## src/rtl/id_ex_stage.sv

```systemverilog
// ID/EX pipeline register. Operands are selected here, optionally with EX/MEM and MEM/WB forwarding under ID_EX_FWD_EN.
// Latency is one cycle. id_ready = ~stall; flush beats stall, stall holds state, and an idle decode inserts a bubble.
module id_ex_stage #(
    parameter int DATA_W = 32,
    parameter int REG_AW = 5
) (
    input  logic              clk,
    input  logic              rst_n,
    input  logic              id_valid,
    output logic              id_ready,
    input  logic [DATA_W-1:0] id_rs1_data,
    input  logic [DATA_W-1:0] id_rs2_data,
    input  logic [REG_AW-1:0] id_rs1,
    input  logic [REG_AW-1:0] id_rs2,
    input  logic [REG_AW-1:0] id_rd,
    input  logic              id_reg_we,
    input  logic [DATA_W-1:0] id_imm,
    input  logic              id_use_imm,
    input  logic [2:0]        id_alu_sel,
    input  logic [REG_AW-1:0] exm_rd,
    input  logic              exm_we,
    input  logic [DATA_W-1:0] exm_result,
    input  logic [REG_AW-1:0] mwb_rd,
    input  logic              mwb_we,
    input  logic [DATA_W-1:0] mwb_result,
    input  logic              stall,
    input  logic              flush,
    output logic              ex_valid,
    output logic [DATA_W-1:0] ex_a,
    output logic [DATA_W-1:0] ex_b,
    output logic [2:0]        ex_alu_sel,
    output logic [REG_AW-1:0] ex_rd,
    output logic              ex_reg_we
);

    logic [DATA_W-1:0] a_nxt;
    logic [DATA_W-1:0] b_nxt;

    assign id_ready = ~stall;

`ifdef ID_EX_FWD_EN
    // The younger EX/MEM result wins over MEM/WB. x0 is hardwired, so it never forwards.
    function automatic logic [DATA_W-1:0] fwd(input logic [REG_AW-1:0] idx,
                                              input logic [DATA_W-1:0] rf_val);
        if (exm_we && (exm_rd != '0) && (exm_rd == idx))
            return exm_result;
        else if (mwb_we && (mwb_rd != '0) && (mwb_rd == idx))
            return mwb_result;
        else
            return rf_val;
    endfunction

    assign a_nxt = fwd(id_rs1, id_rs1_data);
    assign b_nxt = id_use_imm ? id_imm : fwd(id_rs2, id_rs2_data);
`else
    logic unused_fwd;

    assign a_nxt      = id_rs1_data;
    assign b_nxt      = id_use_imm ? id_imm : id_rs2_data;
    assign unused_fwd = ^{exm_rd, exm_we, exm_result, mwb_rd, mwb_we, mwb_result, id_rs1, id_rs2};
`endif

    always_ff @(posedge clk or negedge rst_n) begin
        if (!rst_n) begin
            ex_valid   <= 1'b0;
            ex_a       <= '0;
            ex_b       <= '0;
            ex_alu_sel <= 3'b000;
            ex_rd      <= '0;
            ex_reg_we  <= 1'b0;
        end else if (flush) begin
            // Operand registers keep their old values; only the control bits are killed.
            ex_valid  <= 1'b0;
            ex_reg_we <= 1'b0;
        end else if (stall) begin
            ex_valid <= ex_valid;
        end else if (id_valid) begin
            ex_valid   <= 1'b1;
            ex_a       <= a_nxt;
            ex_b       <= b_nxt;
            ex_alu_sel <= id_alu_sel;
            ex_rd      <= id_rd;
            ex_reg_we  <= id_reg_we;
        end else begin
            ex_valid   <= 1'b0;
            ex_reg_we  <= 1'b0;
            ex_alu_sel <= 3'b000;
        end
    end

endmodule

```

## config.mk

```make
export PLATFORM = sky130hd
export DESIGN_NAME = id_ex_stage
export DESIGN_NICKNAME = d
export VERILOG_FILES = /design/src/rtl/id_ex_stage.sv
export SDC_FILE = /design/constraint.sdc
export NUM_CORES = 1
export LEC_CHECK = 0
export ABC_AREA = 0
export BUFFER_PORTS_ARGS = -buffer_cell sky130_fd_sc_hd__buf_2
export CORE_AREA = 2 2 107 109
export CTS_BUF_LIST = sky130_fd_sc_hd__clkbuf_16
export CTS_CLUSTER_SIZE = 30
export DETAILED_ROUTE_END_ITERATION = 6
export DIE_AREA = 0 0 109 111
export GPL_ROUTABILITY_DRIVEN = 0
export SLEW_MARGIN = 20
export SYNTH_ARGS = -nofsm -noshare
export SYNTH_HDL_FRONTEND = slang
export SYNTH_SLANG_ARGS = --single-unit
```

## constraint.sdc

```tcl
create_clock -name clk -period 1.8 [get_ports clk]
set_input_delay 0.09 -clock clk [delete_from_list [all_inputs] [get_ports clk]]
set_output_delay 0.09 -clock clk [all_outputs]
set_load 0.05 [all_outputs]
```

==> flow_summary.json <==
{
  "status": "finished clean",
  "dp.cells": 524,
  "fin_tns_setup_ns": 0,
  "r2r_slack_ns": 1.03,
  "reg2reg_from": "ex_a[12]",
  "crit_slowest_cell": "dfrtp_1",
  "dpl-instance-area_um2": 4280,
  "fin_area_um2": 4920,
  "ctsResizeCount": 0,
  "drt_pass1_iterations": 4,
  "grt_pass1_vias": 2536,
  "cap_violations": 0,
  "fmaxAchievable_mhz": 963,
  "final_cell_mix": "buf_2, mux2_2, dfrtp_1",
  "grt_overflow": 0,
  "hpwl_um": 5360,
  "wirelength_um": 7330,
  "required_ns": 1.71,
  "critical_path_buf_inv_count": 1,
  "crit_arrival_ns": 0.95,
  "grt_pass1_wl_um": 11700,
  "hold_viol": 0,
  "syn_to_final_growth_pct": 55.0,
  "clk_pin_slew_ns": 0.06,
  "min_delay_path_depth": 2,
  "min_period_over_period_pct": 57.7,
  "cts_num_sinks": 74,
  "layout_commonest_cell": "buf_2",
  "numCtsBuffers": 9,
  "cp-start-kind": "flop",
  "critPathCaptureType": "output pin",
  "dieHeight_um": 111,
  "synth_cell_types": 16,
  "yosys.area.top_type_share_pct": 58.4,
  "p_leak_nw": 2.38,
  "drive_gt1_share_pct": 67.4,
  "antennaDiodeCount": 0,
  "tritoncts": "yes",
  "fp.dieW_um": 109,
  "cp_slowest_stage_delay_ns": 0.35,
  "port_buffers": 185,
  "powerDensity_nw_per_um2": 1250,
  "hold_slack_ns": 0.00740,
  "die_area_um2": 12100,
  "avgSynthCellArea_um2": 15.6,
  "io_pins": 272,
  "drtIter0Drc": 43,
  "antenna_found_initial": 0,
  "track_usage_pct": 12.3,
  "syn_area_um2": 3170,
  "core_area_um2": 11100,
  "final_cells": 573,
  "viasPerCell": 4.34,
  "synth_seq_area_share_pct": 58.4,
  "clockRootBuffer": "clkbuf_16",
  "start_util_pct": 28.6,
  "skew_ns": 0,
  "rsz0062_at_grt": "false",
  "reg2reg_to": "ex_a[12]",
  "synth_area_leaders": "dfrtp_1, mux2_2, mux2_1, buf_4, o21ai_0",
  "grt_max_degree": 40,
  "hold_path_class": "in2reg",
  "layout.nets": 622,
  "rows": 39,
  "path_class": "reg2out",
  "max-vdd-ir-drop_v": 0.000526,
  "clk_path_buf_depth": 2,
  "setup-violations-final": 0,
  "post_drt_wl_per_cell_um": 12.8,
  "syn_inst": 204,
  "ys_ff_latch": 74,
  "fin_crit_ns": 1.04,
  "hold_start": "id_rs1_data[24]",
  "cp_max_fo": 2,
  "rr_worst_depth": 1,
  "drcViolationCount": 0,
  "yosysWarnings": 0,
  "critical_path.cell_chain": "buf_2",
  "slew_headroom_pct": 69.3,
  "h-tree-depth": 3,
  "drv_slew": 0,
  "power.total_mw": 6.15,
  "vias": 2488,
  "synth_top_area_cell": "dfrtp_1",
  "tightestPinTransition_ns": 0.461,
  "critPathTopFamily": "flip-flops",
  "clk_latency_ns": 0.32,
  "hold-path-endpoint": "ex_a[24]",
  "ant_nets": 0,
  "syn_nets": 401
}
[synthesized netlist by cell type (all sizes together)]
master	count
o21ai	6
buf	11
dfrtp	74
nor2	1
clkbuf	1
a21oi	1
or2	1
nand3b	1
mux2	101
mux2i	1
inv	1
nand2	4
nor3b	1
[repair_timing]
| item | 4_1_cts | 5_1_grt |
|---|---|---|
| hold buffers | 33 | 0 |
| buffers inserted | 0 | 0 |
| endpoints found under the hold margin | 67 | 0 |
[per-stage QoR]
| stage | setup WS (ns) | utilization (%) |
|---|---|---|
| 2_1_floorplan | 0.523 | - |
| 3_3_place_gp | 0.474 | 38.6 |
| 4_1_cts | 0.741 | 44.4 |
| 5_1_grt | 0.702 | 44.4 |
| 3_5_place_dp | 0.452 | 38.6 |
| 6_report | 0.762 | 44.4 |
[cell type report]
class                   instances  area, µm²
clock buffers                   9        225
clock inverters                 7       86.3
fillers                      1028       6160
inverters                       1       3.75
multi-input cells             117       1230
flip-flops and latches         74       1850
well taps                     143        179
repair buffers                222       1340
[how the worst max path moves through the flow]
| stage | start | end | cells past startpoint |
|---|---|---|---|
| after floorplan | stall | ex_a[10] | 5 |
| after global placement | stall | ex_b[3] | 4 |
| after detailed placement | stall | ex_b[11] | 4 |
| after CTS | ex_alu_sel[1] | ex_alu_sel[1] | 1 |
| after global routing | ex_valid | ex_valid | 1 |
| final | ex_rd[2] | ex_rd[2] | 1 |
[layer usage]
| layer | global-route usage (%) | routed length, µm |
|---|---|---|
| met2 | 21.0 | 3530 |
| met1 | 13.9 | 2980 |
| met4 | 4.10 | 63 |
| met3 | 4.64 | 754 |
| met5 | 0 | 0 |
[flip-flops by register name (all words and copies together) (netlist names)]
register	flops
ex_a	32
ex_alu_sel	3
ex_b	32
ex_rd	5
ex_reg_we	1
ex_valid	1
[kinds of logic (layout without fill, tap and decap cells)]
| group | after synthesis | in the layout | synth area share [%] |
|---|---|---|---|
| mux | 102 | 102 | 36.2 |
| flops | 74 | 74 | 58.4 |
| buf+inv | 13 | 239 | 2.76 |
| simple gates | 8 | 8 | 1.62 |
| compound gates | 7 | 7 | 1.10 |
[report_power, final]
| group | switching, mW | internal [mW] | total, mW |
|---|---|---|---|
| Combinational | 1.52 | 0.649 | 2.16 |
| Clock | 0.658 | 1.20 | 1.86 |
| Sequential | 0.143 | 1.98 | 2.13 |
| Total | 2.32 | 3.83 | 6.15 |
Power figures use the tool's default switching activity.
